--- src/rtl/muldiv_pkg.sv ---
`default_nettype none
// ============================================================================
// Module   : muldiv_pkg
// Purpose  : Shared types and constants for the iterative multiply/divide
//            unit: operation and state encodings, default operand width and
//            the R-type funct codes the control FSM decodes into an op.
// Revision : 1.0 - initial release
// ============================================================================
package muldiv_pkg;

  localparam int unsigned c_width = 32;

  // R-type funct codes for the four multiply/divide instructions
  localparam logic [5:0] c_funct_mult  = 6'h18;
  localparam logic [5:0] c_funct_multu = 6'h19;
  localparam logic [5:0] c_funct_div   = 6'h1A;
  localparam logic [5:0] c_funct_divu  = 6'h1B;

  typedef enum logic [1:0] {
    MULT  = 2'b00,
    MULTU = 2'b01,
    DIV   = 2'b10,
    DIVU  = 2'b11
  } op_t;

  typedef enum logic [2:0] {
    IDLE = 3'd0,
    PREP = 3'd1,
    RUN  = 3'd2,
    FIX  = 3'd3,
    DONE = 3'd4
  } state_t;

  // The low two funct bits already match the op_t encoding. A funct outside
  // 0x18..0x1B maps to MULT; the caller only raises start for valid codes.
  function automatic op_t funct_to_op(input logic [5:0] funct);
    if (funct[5:2] == c_funct_mult[5:2]) begin
      return op_t'(funct[1:0]);
    end
    return MULT;
  endfunction

endpackage
`default_nettype wire

--- src/rtl/muldiv_sequencer_if.sv ---
`default_nettype none
// ============================================================================
// Module   : muldiv_sequencer_if
// Purpose  : Start/done handshake and result bus between the control FSM
//            (master) and the multiply/divide sequencer (slave).
// Signals  : start, op, a_in, b_in        master -> slave
//            busy, done, div_zero, hi, lo  slave  -> master
// Revision : 1.0 - initial release
// ============================================================================
interface muldiv_sequencer_if
  import muldiv_pkg::*;
#(
  parameter int WIDTH = c_width
);

  logic             start;
  op_t              op;
  logic [WIDTH-1:0] a_in;
  logic [WIDTH-1:0] b_in;
  logic             busy;
  logic             done;
  logic             div_zero;
  logic [WIDTH-1:0] hi;
  logic [WIDTH-1:0] lo;

  modport master (
    output start, op, a_in, b_in,
    input  busy, done, div_zero, hi, lo
  );

  modport slave (
    input  start, op, a_in, b_in,
    output busy, done, div_zero, hi, lo
  );

endinterface
`default_nettype wire

--- src/rtl/muldiv_sequencer.sv ---
`default_nettype none
// ============================================================================
// Module   : muldiv_sequencer
// Purpose  : Iterative MULT/MULTU/DIV/DIVU unit with private HI/LO registers.
//            Signed operations run on operand magnitudes and fix the signs
//            up at the end; multiply is shift-add (LSB first), divide is
//            restoring (MSB first). Both share one 2*WIDTH accumulator.
// Ports    : Clk    - clock, rising edge
//            Reset  - asynchronous, active-high
//            bus    - slave modport: start/op/a_in/b_in in,
//                     busy/done/div_zero/hi/lo out
// Revision : 1.0 - initial release
// ============================================================================
module muldiv_sequencer
  import muldiv_pkg::*;
#(
  parameter int WIDTH = c_width,
  parameter int CNT_W = 6
) (
  input logic               Clk,
  input logic               Reset,
  muldiv_sequencer_if.slave bus
);

  state_t             r_state;
  state_t             w_next;
  op_t                r_op;
  logic [WIDTH-1:0]   r_ma;        // raw a, then |a| (multiplicand)
  logic [WIDTH-1:0]   r_mb;        // raw b, then |b| (divisor)
  logic [2*WIDTH-1:0] r_acc;       // mult: {partial, multiplier}; div: {rem, quot}
  logic [CNT_W-1:0]   r_cnt;
  logic               r_neg_res;
  logic               r_neg_rem;
  logic               r_dz_pend;
  logic [WIDTH-1:0]   r_hi;
  logic [WIDTH-1:0]   r_lo;

  logic               w_busy;
  logic               w_done;
  logic               w_div_zero;

  // ---------------------------------------------------------------- decode
  logic             w_is_div;
  logic             w_signed_op;
  logic             w_sign_a;
  logic             w_sign_b;
  logic [WIDTH-1:0] w_abs_a;
  logic [WIDTH-1:0] w_abs_b;

  assign w_is_div    = (r_op == DIV) || (r_op == DIVU);
  assign w_signed_op = (r_op == MULT) || (r_op == DIV);
  assign w_sign_a    = w_signed_op & r_ma[WIDTH-1];
  assign w_sign_b    = w_signed_op & r_mb[WIDTH-1];
  // |-2^(WIDTH-1)| wraps to itself, which is the right unsigned magnitude
  assign w_abs_a     = w_sign_a ? -r_ma : r_ma;
  assign w_abs_b     = w_sign_b ? -r_mb : r_mb;

  // ------------------------------------------------------- multiply step
  logic [WIDTH:0] w_mul_sum;

  assign w_mul_sum = {1'b0, r_acc[2*WIDTH-1:WIDTH]}
                   + {1'b0, (r_acc[0] ? r_ma : {WIDTH{1'b0}})};

  // --------------------------------------------------------- divide step
  // The partial remainder is always below the divisor, so after the shift
  // it fits in WIDTH+1 bits and the top bit of the WIDTH+1 bit difference
  // is exactly the borrow of the trial subtract.
  logic [WIDTH:0]   w_rem_sh;
  logic [WIDTH:0]   w_trial;
  logic             w_ge;
  logic [WIDTH-1:0] w_div_rem;

  assign w_rem_sh  = {r_acc[2*WIDTH-1:WIDTH], r_acc[WIDTH-1]};
  assign w_trial   = w_rem_sh - {1'b0, r_mb};
  assign w_ge      = ~w_trial[WIDTH];
  assign w_div_rem = w_ge ? w_trial[WIDTH-1:0] : w_rem_sh[WIDTH-1:0];

  // ----------------------------------------------------------- sign fix
  logic [2*WIDTH-1:0] w_prod;
  logic [WIDTH-1:0]   w_quot;
  logic [WIDTH-1:0]   w_rem;

  assign w_prod = r_neg_res ? -r_acc : r_acc;
  assign w_quot = r_acc[WIDTH-1:0];
  assign w_rem  = r_acc[2*WIDTH-1:WIDTH];

  // ------------------------------------------------------ state register
  always_ff @(posedge Clk or posedge Reset) begin
    if (Reset) begin
      r_state <= IDLE;
    end else begin
      r_state <= w_next;
    end
  end

  // ------------------------------------------- next state and FSM outputs
  always_comb begin
    w_next     = r_state;
    w_busy     = 1'b0;
    w_done     = 1'b0;
    w_div_zero = 1'b0;
    case (r_state)
      IDLE: begin
        if (bus.start) begin
          w_next = PREP;
        end
      end
      PREP: begin
        w_busy = 1'b1;
        if (w_is_div && (r_mb == {WIDTH{1'b0}})) begin
          w_next = DONE;
        end else begin
          w_next = RUN;
        end
      end
      RUN: begin
        w_busy = 1'b1;
        if (r_cnt == CNT_W'(1)) begin
          w_next = FIX;
        end
      end
      FIX: begin
        w_busy = 1'b1;
        w_next = DONE;
      end
      DONE: begin
        w_done     = 1'b1;
        w_div_zero = r_dz_pend;
        w_next     = IDLE;
      end
      default: begin
        w_next = IDLE;
      end
    endcase
  end

  // ------------------------------------------------------------ datapath
  always_ff @(posedge Clk or posedge Reset) begin
    if (Reset) begin
      r_op      <= MULT;
      r_ma      <= '0;
      r_mb      <= '0;
      r_acc     <= '0;
      r_cnt     <= '0;
      r_neg_res <= 1'b0;
      r_neg_rem <= 1'b0;
      r_dz_pend <= 1'b0;
      r_hi      <= '0;
      r_lo      <= '0;
    end else begin
      case (r_state)
        IDLE: begin
          if (bus.start) begin
            r_op      <= bus.op;
            r_ma      <= bus.a_in;
            r_mb      <= bus.b_in;
            r_dz_pend <= 1'b0;
          end
        end
        PREP: begin
          r_ma      <= w_abs_a;
          r_mb      <= w_abs_b;
          r_neg_res <= w_sign_a ^ w_sign_b;
          r_neg_rem <= w_sign_a;
          r_dz_pend <= w_is_div && (r_mb == {WIDTH{1'b0}});
          r_cnt     <= CNT_W'(WIDTH);
          // dividend or multiplier enters the low half of the accumulator
          r_acc     <= {{WIDTH{1'b0}}, (w_is_div ? w_abs_a : w_abs_b)};
        end
        RUN: begin
          r_cnt <= r_cnt - CNT_W'(1);
          if (w_is_div) begin
            r_acc <= {w_div_rem, r_acc[WIDTH-2:0], w_ge};
          end else begin
            r_acc <= {w_mul_sum, r_acc[WIDTH-1:1]};
          end
        end
        FIX: begin
          if (w_is_div) begin
            r_lo <= r_neg_res ? -w_quot : w_quot;
            r_hi <= r_neg_rem ? -w_rem : w_rem;
          end else begin
            r_hi <= w_prod[2*WIDTH-1:WIDTH];
            r_lo <= w_prod[WIDTH-1:0];
          end
        end
        default: begin
        end
      endcase
    end
  end

  assign bus.busy     = w_busy;
  assign bus.done     = w_done;
  assign bus.div_zero = w_div_zero;
  assign bus.hi       = r_hi;
  assign bus.lo       = r_lo;

endmodule
`default_nettype wire

--- src/flat_wrapper.sv ---
// flat-port wrapper written by rule: the top's interface ports become plain ports
module muldiv_sequencer_flat import muldiv_pkg::*;
#(
  parameter int WIDTH = c_width,
  parameter int CNT_W = 6
)
  (Clk, Reset, bus_start, bus_op, bus_a_in, bus_b_in, bus_busy, bus_done, bus_div_zero, bus_hi, bus_lo);
  muldiv_sequencer_if #(.WIDTH(WIDTH)) bus_i ();
  input logic Clk;
  input logic Reset;
  input wire logic [$bits(bus_i.start)-1:0] bus_start;
  input wire logic [$bits(bus_i.op)-1:0] bus_op;
  input wire logic [$bits(bus_i.a_in)-1:0] bus_a_in;
  input wire logic [$bits(bus_i.b_in)-1:0] bus_b_in;
  output wire logic [$bits(bus_i.busy)-1:0] bus_busy;
  output wire logic [$bits(bus_i.done)-1:0] bus_done;
  output wire logic [$bits(bus_i.div_zero)-1:0] bus_div_zero;
  output wire logic [$bits(bus_i.hi)-1:0] bus_hi;
  output wire logic [$bits(bus_i.lo)-1:0] bus_lo;
  assign bus_i.start = bus_start;
  assign bus_i.op = bus_op;
  assign bus_i.a_in = bus_a_in;
  assign bus_i.b_in = bus_b_in;
  assign bus_busy = bus_i.busy;
  assign bus_done = bus_i.done;
  assign bus_div_zero = bus_i.div_zero;
  assign bus_hi = bus_i.hi;
  assign bus_lo = bus_i.lo;
  muldiv_sequencer #(.WIDTH(WIDTH), .CNT_W(CNT_W)) u_core (.Clk(Clk), .Reset(Reset), .bus(bus_i));
endmodule
--- config.mk ---
export PLATFORM = sky130hd
export DESIGN_NAME = muldiv_sequencer_flat
export DESIGN_NICKNAME = d
export VERILOG_FILES = /design/src/rtl/muldiv_pkg.sv /design/src/rtl/muldiv_sequencer_if.sv /design/src/rtl/muldiv_sequencer.sv /design/src/flat_wrapper.sv
export SDC_FILE = /design/constraint.sdc
export NUM_CORES = 1
export LEC_CHECK = 0
export ABC_AREA = 0
export BUFFER_PORTS_ARGS = -buffer_cell sky130_fd_sc_hd__buf_2
export CELL_PAD_IN_SITES_DETAIL_PLACEMENT = 1
export CELL_PAD_IN_SITES_GLOBAL_PLACEMENT = 1
export CORE_UTILIZATION = 46
export DETAILED_ROUTE_END_ITERATION = 7
export HOLD_SLACK_MARGIN = 0.03
export PLACE_DENSITY = 0.91
export SKIP_LAST_GASP = 1
export SYNTH_ARGS = -nofsm -noshare
export SYNTH_HDL_FRONTEND = slang
export SYNTH_SLANG_ARGS = --single-unit
--- constraint.sdc ---
create_clock -name Clk -period 8.1 [get_ports Clk]
set_input_delay 0.405 -clock Clk [delete_from_list [all_inputs] [get_ports Clk]]
set_output_delay 0.405 -clock Clk [all_outputs]
set_load 0.01 [all_outputs]
==> metrics.txt <==
Mapped Area 15600 um2; Via Count around 16000; CP arrival 4940 ps; Async S/R FF share, synth 1.00; Comb pwr share 0.617; switching part of the total 0.525; Tmin final 4550 ps; Netlist cell types 68; HPWL Detailed 42400 um; slowest stage delay, CP 980 ps; Max-Cap Viols 0; Primary FF master, synth dfrtp_1; Int Pwr 4.32 mW; Reg power frac 0.250; CTS Root Cell clkbuf_16; Longest Clk Path Bufs 3; Global Route Usage Sum 0.335; Hold-fix buffers, CTS 0; Initial Utilization 0.467; Syn Nets 2095; Psw 4.78 mW; Worst Setup SP u_core.r_acc[0]; Hold Fails Final Rpt 0; CTS tree yes; Mapped Cells 1954; Skew-Pair Late Insertion Delay 560 ps; FP Rows 67; crit path capture u_core.r_acc[59]; DIE WIDTH 186 um; slowest cell on the critical path dfrtp_1; grt ovf 0; crit path max fanout 33; mean area per synthesized cell 7.99 um2; WL/cell 23.8 um; Fillers 4098; CP most frequent cell inv_1; # port buffers 135; clk sink count 206; largest net degree at the start of global routing 147; Antenna diodes 0; R2R Path End u_core.r_acc[59]; final setup TNS 0 ps; # IOs roughly 140; Max transition margin 0.177; post-route design area 17400 um2; Routed Antenna Nets 0; critical-path cell list inv_1 -> nor2_1 -> ha_1 -> inv_1 -> fa_1 -> nor2b_1 -> o31a_1 -> a221oi_1 -> o21a_1 -> o211a_1 -> nor4b_1 -> nand2b_1 -> and2_1 -> mux2i_1 -> o211ai_1; area delta synth->final 11.5%; Post-DP Area 16500 um2; cts bufs inserted 25; Clock power frac 0.133; Post-CTS Setup Bufs 0; DRT iter0 DRCs 1553; RSZ-0062 raised after global routing no; Peak supply drop 0.223 mV; worst path required time 8480 ps; Reg clk slew, reported paths 60 ps; FF-to-FF path depth 15; Slew Limit Fails 0; Die Ht 186 um; WS Path Type flip-flop to flip-flop; Synthesis Warnings 0; clk_skew ~30 ps; Post-synth EDFFs 0; CP Launch Type flip-flop; drt drc 2; Period Utilization, post-route 0.562; RR Startpoint u_core.r_acc[0]; R2R setup slack between 3000 and 4000 ps; Worst Tran Pin Value 1230 ps; share of cells above drive strength 1 0.108; initial antenna violation count 1; first-pass GRT wire length about 90000 um; number of nets in the layout 2151; die area 34700 um2; post_cts resized 0; Final GP Congestion 0.945; Critical Path End Type flip-flop; Via density 6.38; Hold Crit Class input pin to asynchronous set/reset pin; part of the Yosys area used for sequential elements 0.330; area of the core 33400 um2; Yosys reg bits 206; Power Density between 500 and 600 nW/um2; Final Setup Violations 0; # H-tree levels 1; DRT Pass-1 Iters 8; Post-Route WL 58900 um; status finished, violations left; failing checks design-rule violations; f_max 220 MHz; P_leak between 7 and 8 nW; vias in the first global route 15378
==> worst min-delay path by stage <==
stage                         to  slack, ps  depth (start not counted)
6_report         u_core.r_acc[9]         40                          2
5_1_grt           u_core.r_op[0]         60                          3
4_1_cts           u_core.r_op[0]         40                          3
3_5_place_dp   u_core.bus.lo[23]        470                          2
3_3_place_gp    u_core.bus.lo[2]        460                          2
2_1_floorplan   u_core.r_dz_pend        440                          2
==> worst max-delay path, delay by kind of cell (launching register included) <==
family | cells | cell delay [ps]
muxes | 1 | 200
and+or+nand+nor | 5 | 1260
DFF | 1 | 980
buffers and inverters | 2 | 310
adders and majority gates | 2 | 610
AOI/OAI and AO/OA | 5 | 1040
==> layout by cell type, fill, tap and decap left out, drive strengths merged, types with 6 or more instances in the layout <==
master  Yosys  final
a211oi     14     14
a21o       19     19
a21oi     165    165
a221o      10     10
a22oi      13     13
a311oi      6      6
a31oi      19     19
and2       38     38
and3        6      6
buf        13    148
clkbuf    106     33
dfrtp     206    206
ha         70     70
inv        69     70
mux2        7      7
mux2i      54     54
nand2     254    254
nand2b     20     20
nand3      40     40
nand4      12     12
nor2      137    137
nor2b      14     14
nor3       24     24
nor4       24     24
o211ai     10     10
o21a       12     12
o21ai     257    257
o221ai     33     33
o22ai       9      9
o31ai      17     17
o41ai      11     11
or2         7      7
or3        17     17
or4        18     18
xnor2     116    116
xor2       58     58
==> sequential cells by signal, summed over array words and instances (netlist names) <==
signal	cells
u_core.bus.hi	32
u_core.bus.lo	32
u_core.r_acc	64
u_core.r_cnt	6
u_core.r_dz_pend	1
u_core.r_ma	32
u_core.r_mb	32
u_core.r_neg_rem	1
u_core.r_neg_res	1
u_core.r_op	2
u_core.r_state	3
==> final cells by class <==
| type | instances | area (um2) | share of cell area |
|---|---|---|---|
| multi-input cells | 1560 | 9770 | 0.562 |
| flip-flops and latches | 206 | 5160 | 0.296 |
| repair buffers | 148 | 773 | 0.0444 |
| clock buffers | 33 | 726 | 0.0417 |
| well taps | 448 | 561 | 0.0322 |
| inverters | 69 | 267 | 0.0153 |
| clock inverters | 10 | 145 | 0.00834 |
==> kinds of logic after synthesis <==
kind of cell | share of synthesized area
AOI/OAI and AO/OA | 0.243
and+or+nand+nor | 0.185
DFF | 0.330
buffers and inverters | 0.0460
xor gates and xnor gates | 0.0976
adders and majority gates | 0.0587
muxes | 0.0397
==> layer usage <==
| layer | track usage | routed length [um] | share of wire | up-vias |
|---|---|---|---|---|
| met4 | 0.168 | 3040 | 0.052 | 2 |
| met1 | 0.455 | 24800 | 0.42 | 7812 |
| met5 | 0 | 17 | 0.00029 | - |
| met2 | 0.530 | 26600 | 0.45 | 707 |
| met3 | 0.0354 | 4370 | 0.074 | 156 |
| li1 | - | - | - | 7098 |
==> synthesized netlist by cell type (all sizes together) (4+ instances only) <==
cell / count / area share
a21oi: 165 / 0.053
clkbuf: 106 / 0.026
a221o: 10 / 0.0064
nand4: 12 / 0.0048
or4: 18 / 0.0096
o22ai: 9 / 0.0036
nand2: 254 / 0.061
xor2: 58 / 0.033
mux2: 7 / 0.0051
a221oi: 4 / 0.0022
nor2: 137 / 0.033
xnor2: 116 / 0.065
o211ai: 10 / 0.0048
nor3: 24 / 0.0077
o21a: 12 / 0.0058
o21ai: 257 / 0.082
nand2b: 20 / 0.0080
nand3: 40 / 0.013
a22oi: 13 / 0.0063
a211oi: 14 / 0.0067
o31ai: 17 / 0.0082
a21boi: 5 / 0.0024
and2: 38 / 0.015
o221ai: 33 / 0.019
nor4: 24 / 0.0096
dfrtp: 206 / 0.33
or2: 7 / 0.0028
or3: 17 / 0.0068
ha: 70 / 0.056
and3: 6 / 0.0024
inv: 69 / 0.017
nor3b: 4 / 0.0019
nor2b: 14 / 0.0056
o41ai: 11 / 0.0062
a31oi: 19 / 0.0076
a21o: 19 / 0.0091
buf: 13 / 0.0038
a311oi: 6 / 0.0034
mux2i: 54 / 0.035
==> metrics by stage <==
step	total power, mW	worst slack (ps)	utilization	hold WS, ps	instances
finish	9.11	3550	0.520	39.2	2474
global route	9.66	3300	0.520	59.2	2474
CTS	8.98	3690	0.520	40.4	2474
detailed placement	7.69	3730	0.494	467	2431
global placement	7.42	3940	0.494	456	2431
floorplan	5.92	2070	-	439	1954
==> power groups by stage <==
stage	combinational (mW)	clock, mW	sequential [mW]
CTS	5.53	1.21	2.24
global route	6.09	1.25	2.33
global placement	5.23	0	2.20
finish	5.62	1.21	2.28
detailed placement	5.44	0	2.25
floorplan	3.99	0	1.94
Power figures use the tool's default switching activity.
